**config.mk**
```make
export PLATFORM = sky130hd
export DESIGN_NAME = segment_assembler
export DESIGN_NICKNAME = d
export VERILOG_FILES = /design/src/rtl/segment_assembler.sv
export SDC_FILE = /design/constraint.sdc
export NUM_CORES = 1
export LEC_CHECK = 0
export ABC_AREA = 1
export CAP_MARGIN = 20
export CORE_MARGIN = 5
export CORE_UTILIZATION = 40
export CTS_CLUSTER_DIAMETER = 120
export DETAILED_ROUTE_END_ITERATION = 8
export PLACE_DENSITY_LB_ADDON = 0.25
export SYNTH_ARGS = -nofsm -noshare
export SYNTH_HDL_FRONTEND = slang
export SYNTH_SLANG_ARGS = --single-unit
export TNS_END_PERCENT = 100
```
**constraint.sdc**
```tcl
create_clock -name clk -period 2.93 [get_ports clk]
set_input_delay 0.293 -clock clk [delete_from_list [all_inputs] [get_ports clk]]
set_output_delay 0.293 -clock clk [all_outputs]
set_load 0.005 [all_outputs]
```
**src/rtl/segment_assembler.sv**
```systemverilog
// Assembles an X,Y,Z byte stream into consecutive toolpath points and emits line segments.
// Latency: segment strobe one cycle after the Z byte of the end point is accepted.
// Backpressure: byte_rdy is low only during the single EMIT cycle; bytes transfer on byte_val & byte_rdy.
//
// Ports:
//   clk, reset          single clock, asynchronous active-high reset
//   path_start          one-cycle pulse: clears path state and discards any partial point
//   byte_in/byte_val    coordinate byte stream (X, Y, Z per point), byte_rdy is the accept qualifier
//   seg_val             one-cycle segment strobe
//   x1,y1,z1 / x2,y2,z2 segment start / end coordinates, held until the next emitted segment
//   seg_count           segments emitted in the current path (saturates at MAX_SEGS)
//   overflow            sticky: a segment was dropped because MAX_SEGS had been reached
//
// Build option: define SEGASM_SKIP_ZERO_LEN_EN to silently drop zero-length segments.
module segment_assembler #(
    parameter int MAX_SEGS = 61
) (
    input  logic       clk,
    input  logic       reset,
    input  logic       path_start,
    input  logic [7:0] byte_in,
    input  logic       byte_val,
    output logic       byte_rdy,
    output logic       seg_val,
    output logic [7:0] x1,
    output logic [7:0] y1,
    output logic [7:0] z1,
    output logic [7:0] x2,
    output logic [7:0] y2,
    output logic [7:0] z2,
    output logic [7:0] seg_count,
    output logic       overflow
);

    // seg_count is 8 bits, so a limit above 255 behaves as 255.
    localparam int         SEG_CAP = (MAX_SEGS > 255) ? 255 : MAX_SEGS;
    localparam logic [7:0] MAX_CNT = SEG_CAP[7:0];

    typedef enum logic [1:0] {
        GET_X = 2'd0,
        GET_Y = 2'd1,
        GET_Z = 2'd2,
        EMIT  = 2'd3
    } state_t;

    state_t state;
    state_t state_nxt;

    logic [7:0] cur_x, cur_y, cur_z;
    logic [7:0] prev_x, prev_y, prev_z;
    logic       have_prev;

    logic byte_acc;
    logic z_acc;
    logic zero_len;
    logic at_max;
    logic emit_go;

    assign byte_acc = byte_val && byte_rdy;
    // A Z byte arriving with path_start is dropped, so it never completes a point.
    assign z_acc    = (state == GET_Z) && byte_acc && !path_start;
    assign at_max   = (seg_count >= MAX_CNT);

`ifdef SEGASM_SKIP_ZERO_LEN_EN
    // Z is compared against the incoming byte because cur_z is not yet loaded.
    assign zero_len = have_prev && (prev_x == cur_x) && (prev_y == cur_y) && (prev_z == byte_in);
`else
    assign zero_len = 1'b0;
`endif

    assign emit_go = z_acc && have_prev && !zero_len && !at_max;

    // State register
    always_ff @(posedge clk or posedge reset) begin
        if (reset) begin
            state <= GET_X;
        end else begin
            state <= state_nxt;
        end
    end

    // Next state and flow-control outputs
    always_comb begin
        state_nxt = state;
        byte_rdy  = 1'b1;
        seg_val   = 1'b0;
        case (state)
            GET_X: if (byte_acc) state_nxt = GET_Y;
            GET_Y: if (byte_acc) state_nxt = GET_Z;
            GET_Z: if (byte_acc) state_nxt = emit_go ? EMIT : GET_X;
            EMIT: begin
                byte_rdy  = 1'b0;
                // Strobe is decoded from state so an asynchronous reset kills it at once.
                seg_val   = 1'b1;
                state_nxt = GET_X;
            end
            default: state_nxt = GET_X;
        endcase
        // path_start wins over any byte in the same cycle; an EMIT strobe still goes out.
        if (path_start) begin
            state_nxt = GET_X;
        end
    end

    // Point, segment and path bookkeeping
    always_ff @(posedge clk or posedge reset) begin
        if (reset) begin
            cur_x     <= 8'd0;
            cur_y     <= 8'd0;
            cur_z     <= 8'd0;
            prev_x    <= 8'd0;
            prev_y    <= 8'd0;
            prev_z    <= 8'd0;
            have_prev <= 1'b0;
            x1        <= 8'd0;
            y1        <= 8'd0;
            z1        <= 8'd0;
            x2        <= 8'd0;
            y2        <= 8'd0;
            z2        <= 8'd0;
            seg_count <= 8'd0;
            overflow  <= 1'b0;
        end else if (path_start) begin
            have_prev <= 1'b0;
            seg_count <= 8'd0;
            overflow  <= 1'b0;
        end else begin
            case (state)
                GET_X: if (byte_acc) cur_x <= byte_in;
                GET_Y: if (byte_acc) cur_y <= byte_in;
                GET_Z: begin
                    if (byte_acc) begin
                        cur_z <= byte_in;
                        if (!have_prev) begin
                            // First point of the path only seeds the previous point.
                            prev_x    <= cur_x;
                            prev_y    <= cur_y;
                            prev_z    <= byte_in;
                            have_prev <= 1'b1;
                        end else if (zero_len) begin
                            // Dropped silently; previous point already equals this one.
                        end else if (at_max) begin
                            // Suppressed segment: outputs hold, path still advances.
                            overflow <= 1'b1;
                            prev_x   <= cur_x;
                            prev_y   <= cur_y;
                            prev_z   <= byte_in;
                        end else begin
                            // Load the segment now so it is valid during the EMIT cycle.
                            x1 <= prev_x;
                            y1 <= prev_y;
                            z1 <= prev_z;
                            x2 <= cur_x;
                            y2 <= cur_y;
                            z2 <= byte_in;
                        end
                    end
                end
                EMIT: begin
                    prev_x <= cur_x;
                    prev_y <= cur_y;
                    prev_z <= cur_z;
                    if (seg_count != 8'hFF) begin
                        seg_count <= seg_count + 8'd1;
                    end
                end
                default: ;
            endcase
        end
    end

endmodule

```
==> results.sh, run 1 <==
export IMPL_status="complete, no violations"
export IMPL_grt_pass1_vias=3278
export IMPL_power_density_mw_per_mm2=632
export IMPL_die_height_um=116
export IMPL_cts_buffer_depth=2
export IMPL_grt_pass1_wl_um=16100
export IMPL_crit_reg2reg_launch="seg_count[0]"
export IMPL_dp_slack_ps=598
export IMPL_synth_largest_area_cell="dfrtp_1"
export IMPL_h_tree_depth=3
export IMPL_synth_main_ff_cell="dfrtp_1"
export IMPL_drt_total_wl_um=9510
export IMPL_vias=3409
export IMPL_tightest_slew_ps=679
export IMPL_cpMostUsedCell="nand2_1"
export IMPL_detail_route_antenna_nets=0
export IMPL_synth_edf_count=0
export IMPL_timing_final_crit_period_ps=2300
export IMPL_report_final_slew_viol_count=0
export IMPL_drv_cap=0
export IMPL_finish_instance_area_mm2=0.00562
export IMPL_rsz0062_at_grt="no"
export IMPL_insertion_delay_ps=340
export IMPL_synthDistinctLibCells=25
export IMPL_ys_top_cells_by_count="160 x nand2_1, 108 x dfrtp_1, 62 x inv_1, 62 x o21ai_0"
export IMPL_netlist_area_leader_share=0.599
export IMPL_cts_root_buffer="clkbuf_16"
export IMPL_place_congestion=0.762
export IMPL_port_buffers=70
export IMPL_cpPeakStageDelay_ps=600
export IMPL_placed_area_mm2=0.00533
export IMPL_p_total_uw=3550
export IMPL_nNetsFinal=582
export IMPL_cp_start_kind="register"
export IMPL_start_util=0.413
export IMPL_track_usage=0.150
export IMPL_antennaDiodeCount=0
export IMPL_setup_violations=0
export IMPL_critPathSlowestCell="nand3_2"
export IMPL_utilization=0.514
export IMPL_coreArea_mm2=0.0109
export IMPL_postSynthCellCount=507
export IMPL_clock_skew_ps=8.01
export IMPL_async_reset_ff_frac=1.00
export IMPL_cts_tree="built"
export IMPL_avgSynthCellArea_um2=8.90
export IMPL_finalHoldViolCount=0
export IMPL_cts_resized=0
export IMPL_post_route_drc_count=0
export IMPL_numCtsBuffers=9
export IMPL_cp_max_fo=25
export IMPL_drive_above_1_share=0.0507
export IMPL_pin_count=71
export IMPL_path_cells="inv_1 > ha_1 > nand2_1 > nand2_1 > nand4_2 > nand3_2 > nand2_1 > nand2_1"
export IMPL_die_x_um=116
export IMPL_post_drt_via_cell_ratio=4.79
export IMPL_dieArea_mm2=0.0135
export IMPL_critical_path_endpoint_type="register"
export IMPL_p_leak_uw=0.00264
export IMPL_setup_tns_ps=0
export IMPL_holdCritPathClass="input port to asynchronous set/reset pin"
export IMPL_dr_first_iter_drc_count=228
export IMPL_fin_ws_ps=633
export IMPL_areaGrowthSynthToFinish_pct=24.6
export IMPL_netlist_top_cells_area="dfrtp_1 60%, nand2_1 13%, o21ai_0 6.9%"
export IMPL_gr_total_overflow=0
export IMPL_grt_max_degree=88
export IMPL_cts_sinks=108
export IMPL_antenna_found_initial=0
export IMPL_critPathLaunch="seg_count[0]"
export IMPL_slew_headroom=0.546
export IMPL_period_share=0.784
export IMPL_ctsHoldBuffers=0
export IMPL_place_hpwl_um=6550
export IMPL_syn_num_nets=522
export IMPL_seq_area_frac_synth=0.599
export IMPL_clkTransAtPathRegs_ps=70
export IMPL_cts_setup_buffers=0
export IMPL_vdd_ir_drop_max_mv=0.300
export IMPL_arrival_ps=2570
export IMPL_ys_ff_latch=108
export IMPL_placementRows=38
export IMPL_path_class="register to register"
export IMPL_firstDrtPassIters=4
export IMPL_cp_required_ps=3200
export IMPL_wire_per_inst_um=13.4
export IMPL_netlist_area_mm2=0.00451
export IMPL_synth_most_common_cell="nand2_1"
export IMPL_timing_fmax_mhz=435
export IMPL_yosysWarnings=0
## metal layers
metal,wire (um),global-route usage,share of wire,vias up
met4,114,0.0572,0.012,0
li1,-,-,-,1751
met5,0,0,0,-
met2,4470,0.237,0.47,61
met1,4530,0.209,0.48,1589
met3,395,0.0254,0.042,8
## path summary, 6_finish.rpt
check                                 end  slack [ps]  depth (start not counted)
worst max-delay path            prev_z[5]         630                          8
worst min-delay path                y1[3]         330                          2
worst max register to register  prev_z[5]         630                          8
worst min register to register  prev_x[3]         470                          2
max in group asynchronous       have_prev        1790                          3
min in group clk                prev_x[3]         470                          2
## final cells by class
cell class	instances	area, um^2
clock inverter	6	68.8
multi-input combinational	310	1450
sequential	108	2700
tap	140	175
fill	1027	5310
clock buffer	10	229
timing repair buffer	74	756
inverter	64	244
## registers in the layout, summed over array words and instances (netlist names), 2 cells and up
register	cells
state	2
prev_x	8
prev_z	8
x2	8
seg_count	8
cur_z	8
cur_y	8
x1	8
prev_y	8
z2	8
y2	8
cur_x	8
y1	8
z1	8
## stage by stage
step / hold slack, ps / cells
after floorplan: 442 / 507
after global placement: 459 / 696
after detailed placement: 460 / 696
after CTS: 344 / 712
after global routing: 380 / 712
final: 333 / 712
## logic make-up (layout without fill, tap and decap cells)
| kind of cell | count (synthesis) | after routing | synth area share |
|---|---|---|---|
| fa+ha+maj | 3 | 3 | 0.00832 |
| compound gates | 94 | 94 | 0.107 |
| simple gates | 212 | 212 | 0.202 |
| buf+inv | 89 | 154 | 0.0818 |
| xor+xnor | 1 | 1 | 0.00194 |
| flops | 108 | 108 | 0.599 |
## placed cells by master (no fill, tap or decap)
| cell | synthesis | final |
|---|---|---|
| a21oi_1 | 2 | 2 |
| a21oi_2 | 1 | 1 |
| a22o_1 | 1 | 1 |
| buf_12 | 0 | 2 |
| buf_4 | 0 | 2 |
| bufinv_16 | 0 | 1 |
| clkbuf_1 | 11 | 1 |
| clkbuf_16 | 0 | 9 |
| clkdlybuf4s50_1 | 0 | 70 |
| clkinv_1 | 1 | 1 |
| clkinv_2 | 0 | 1 |
| clkinvlp_4 | 0 | 2 |
| dfrtp_1 | 108 | 108 |
| ha_1 | 3 | 3 |
| inv_1 | 62 | 61 |
| inv_2 | 1 | 1 |
| inv_6 | 0 | 3 |
| nand2_1 | 160 | 160 |
| nand3_1 | 11 | 11 |
| nand3_2 | 2 | 1 |
| nand3_4 | 0 | 1 |
| nand4_1 | 26 | 26 |
| nand4_2 | 1 | 1 |
| nor2_1 | 8 | 8 |
| nor2_2 | 1 | 1 |
| nor2_4 | 1 | 1 |
| o21ai_0 | 62 | 62 |
| o21ai_1 | 26 | 26 |
| o21bai_1 | 2 | 2 |
| or2_2 | 2 | 2 |
| xor2_1 | 1 | 1 |
## worst max-delay path: cells and delay by family, from the launching register on
family,cells,cell delay (ps)
adder cells (fa/ha/maj),1,150
buffers and inverters,1,120
flip-flops,1,430
AND/OR/NAND/NOR,6,1530
## where the power goes
group          switching [uW]  internal, uW
registers                 164          1740
clock network             535           671
logic                     253           185
(Power assumes the default switching activity.)
==> inputs of run 2 (changes only) <==
==> constraint.sdc (replaced) <==
create_clock -name clk -period 2.35 [get_ports clk]
set_input_delay 0.235 -clock clk [delete_from_list [all_inputs] [get_ports clk]]
set_output_delay 0.235 -clock clk [all_outputs]
set_load 0.005 [all_outputs]
==> results.sh, run 2 (synthesis results as in run 1) <==
export IMPL_r2r_slack_ps=510
export IMPL_vias=3446
export IMPL_insertion_delay_ps=340
export IMPL_grt_pass1_vias=3308
export IMPL_numCtsBuffers=9
export IMPL_fin_ws_ps=367
export IMPL_rsz0062_at_grt="no"
export IMPL_cts_root_buffer="clkbuf_16"
export IMPL_tightest_slew_ps=564
export IMPL_cts_buffer_depth=2
export IMPL_clock_skew_ps=7.27
export IMPL_pin_count=71
export IMPL_endpoint="seg_val"
export IMPL_status="complete, no violations"
export IMPL_power_density_mw_per_mm2=779
export IMPL_place_congestion=0.756
export IMPL_ctsHoldBuffers=0
export IMPL_setup_violations=0
export IMPL_place_hpwl_um=6550
export IMPL_vdd_ir_drop_max_mv=0.370
export IMPL_cp_max_fo=17
export IMPL_port_buffers=70
export IMPL_drive_above_1_share=0.0590
export IMPL_arrival_ps=1750
export IMPL_report_final_slew_viol_count=0
export IMPL_start_util=0.413
export IMPL_clkTransAtPathRegs_ps=70
export IMPL_track_usage=0.149
export IMPL_post_route_drc_count=0
export IMPL_firstDrtPassIters=5
export IMPL_detail_route_antenna_nets=0
export IMPL_dp_slack_ps=282
export IMPL_dr_first_iter_drc_count=242
export IMPL_timing_final_crit_period_ps=1980
export IMPL_final_common_cell="nand2_1"
export IMPL_antenna_found_initial=0
export IMPL_cts_sinks=108
export IMPL_gr_total_overflow=0
export IMPL_slew_headroom=0.624
export IMPL_dieArea_mm2=0.0135
export IMPL_coreArea_mm2=0.0109
export IMPL_r2r_end="state[1]"
export IMPL_timing_fmax_mhz=504
export IMPL_finish_instance_area_mm2=0.00564
export IMPL_nNetsFinal=586
export IMPL_fill_cells=1039
export IMPL_setup_tns_ps=0
export IMPL_crit_reg2reg_launch="seg_count[0]"
export IMPL_grt_max_degree=109
export IMPL_grt_pass1_wl_um=16200
export IMPL_path_class="register to primary output"
export IMPL_antennaDiodeCount=0
export IMPL_h_tree_depth=3
export IMPL_cp_start_kind="register"
export IMPL_drv_cap=0
export IMPL_wire_per_inst_um=13.2
export IMPL_finalHoldViolCount=0
export IMPL_placementRows=38
export IMPL_period_share=0.844
export IMPL_critPathLaunch="state[0]"
export IMPL_die_x_um=116
export IMPL_holdCritPathClass="input port to asynchronous set/reset pin"
export IMPL_layout_common_cells="160 x nand2_1, 108 x dfrtp_1, 70 x clkdlybuf4s50_1"
export IMPL_areaGrowthSynthToFinish_pct=24.9
export IMPL_post_drt_via_cell_ratio=4.81
export IMPL_cts_tree="built"
export IMPL_critical_path_endpoint_type="primary output"
export IMPL_die_height_um=116
export IMPL_p_leak_uw=0.00265
export IMPL_placed_area_mm2=0.00534
export IMPL_cts_resized=0
export IMPL_drt_total_wl_um=9450
export IMPL_cts_setup_buffers=0
export IMPL_cp_required_ps=2120
export IMPL_rr_worst_depth=9
-- run 2: changes by cell type in the layout (fill, tap and decap cells not counted), sizes merged --
cell / delta
buf: +4
clkinv: +1
bufinv: -1
-- run 2: report_power, final --
group	leakage [uW]	switching [uW]	internal (uW)
Clock	0.000142	691	767
Combinational	0.00106	323	234
Sequential	0.00145	202	2170
Total	0.00265	1220	3170
-- run 2: area by class of cell --
type	count	area, um^2	share of cell area
Clock inverter	6	53.8	0.00955
Sequential cell	108	2700	0.480
Clock buffer	10	239	0.0424
Timing Repair Buffer	78	773	0.137
Multi-Input combinational cell	310	1450	0.257
Inverter	64	244	0.0433
Tap cell	140	175	0.0311
-- run 2: worst min-delay path by stage --
stage / cells past startpoint / end / slack, ps
final: 3 / z1[5] / 390
after global routing: 3 / z1[5] / 480
after CTS: 3 / z1[5] / 440
after detailed placement: 2 / prev_x[5] / 460
after global placement: 2 / prev_y[4] / 460
after floorplan: 3 / state[0] / 400
-- run 2: per-layer routing --
metal / routed length (um) / up-vias / track usage
met5: 0 / - / 0
met1: 4350 / 1613 / 0.208
met2: 4530 / 72 / 0.238
li1: - / 1752 / -
met3: 475 / 9 / 0.0269
met4: 95 / 0 / 0.0441
-- run 2: stage by stage --
| step | total power [uW] | utilization | cells | hold slack [ps] |
|---|---|---|---|---|
| final | 4390 | 0.515 | 716 | 394 |
| after global placement | 2950 | 0.489 | 700 | 457 |
| after detailed placement | 2980 | 0.489 | 700 | 459 |
| after floorplan | 2750 | - | 507 | 397 |
| after CTS | 4440 | 0.515 | 716 | 441 |
| after global routing | 4670 | 0.515 | 716 | 482 |
-- run 2: worst max-delay path, cell delays in order, from the launching register on --
cell and delay [ps]:
dfrtp_1 430, nand2_1 160, clkinv_1 100, buf_4 200, clkdlybuf4s50_1 520
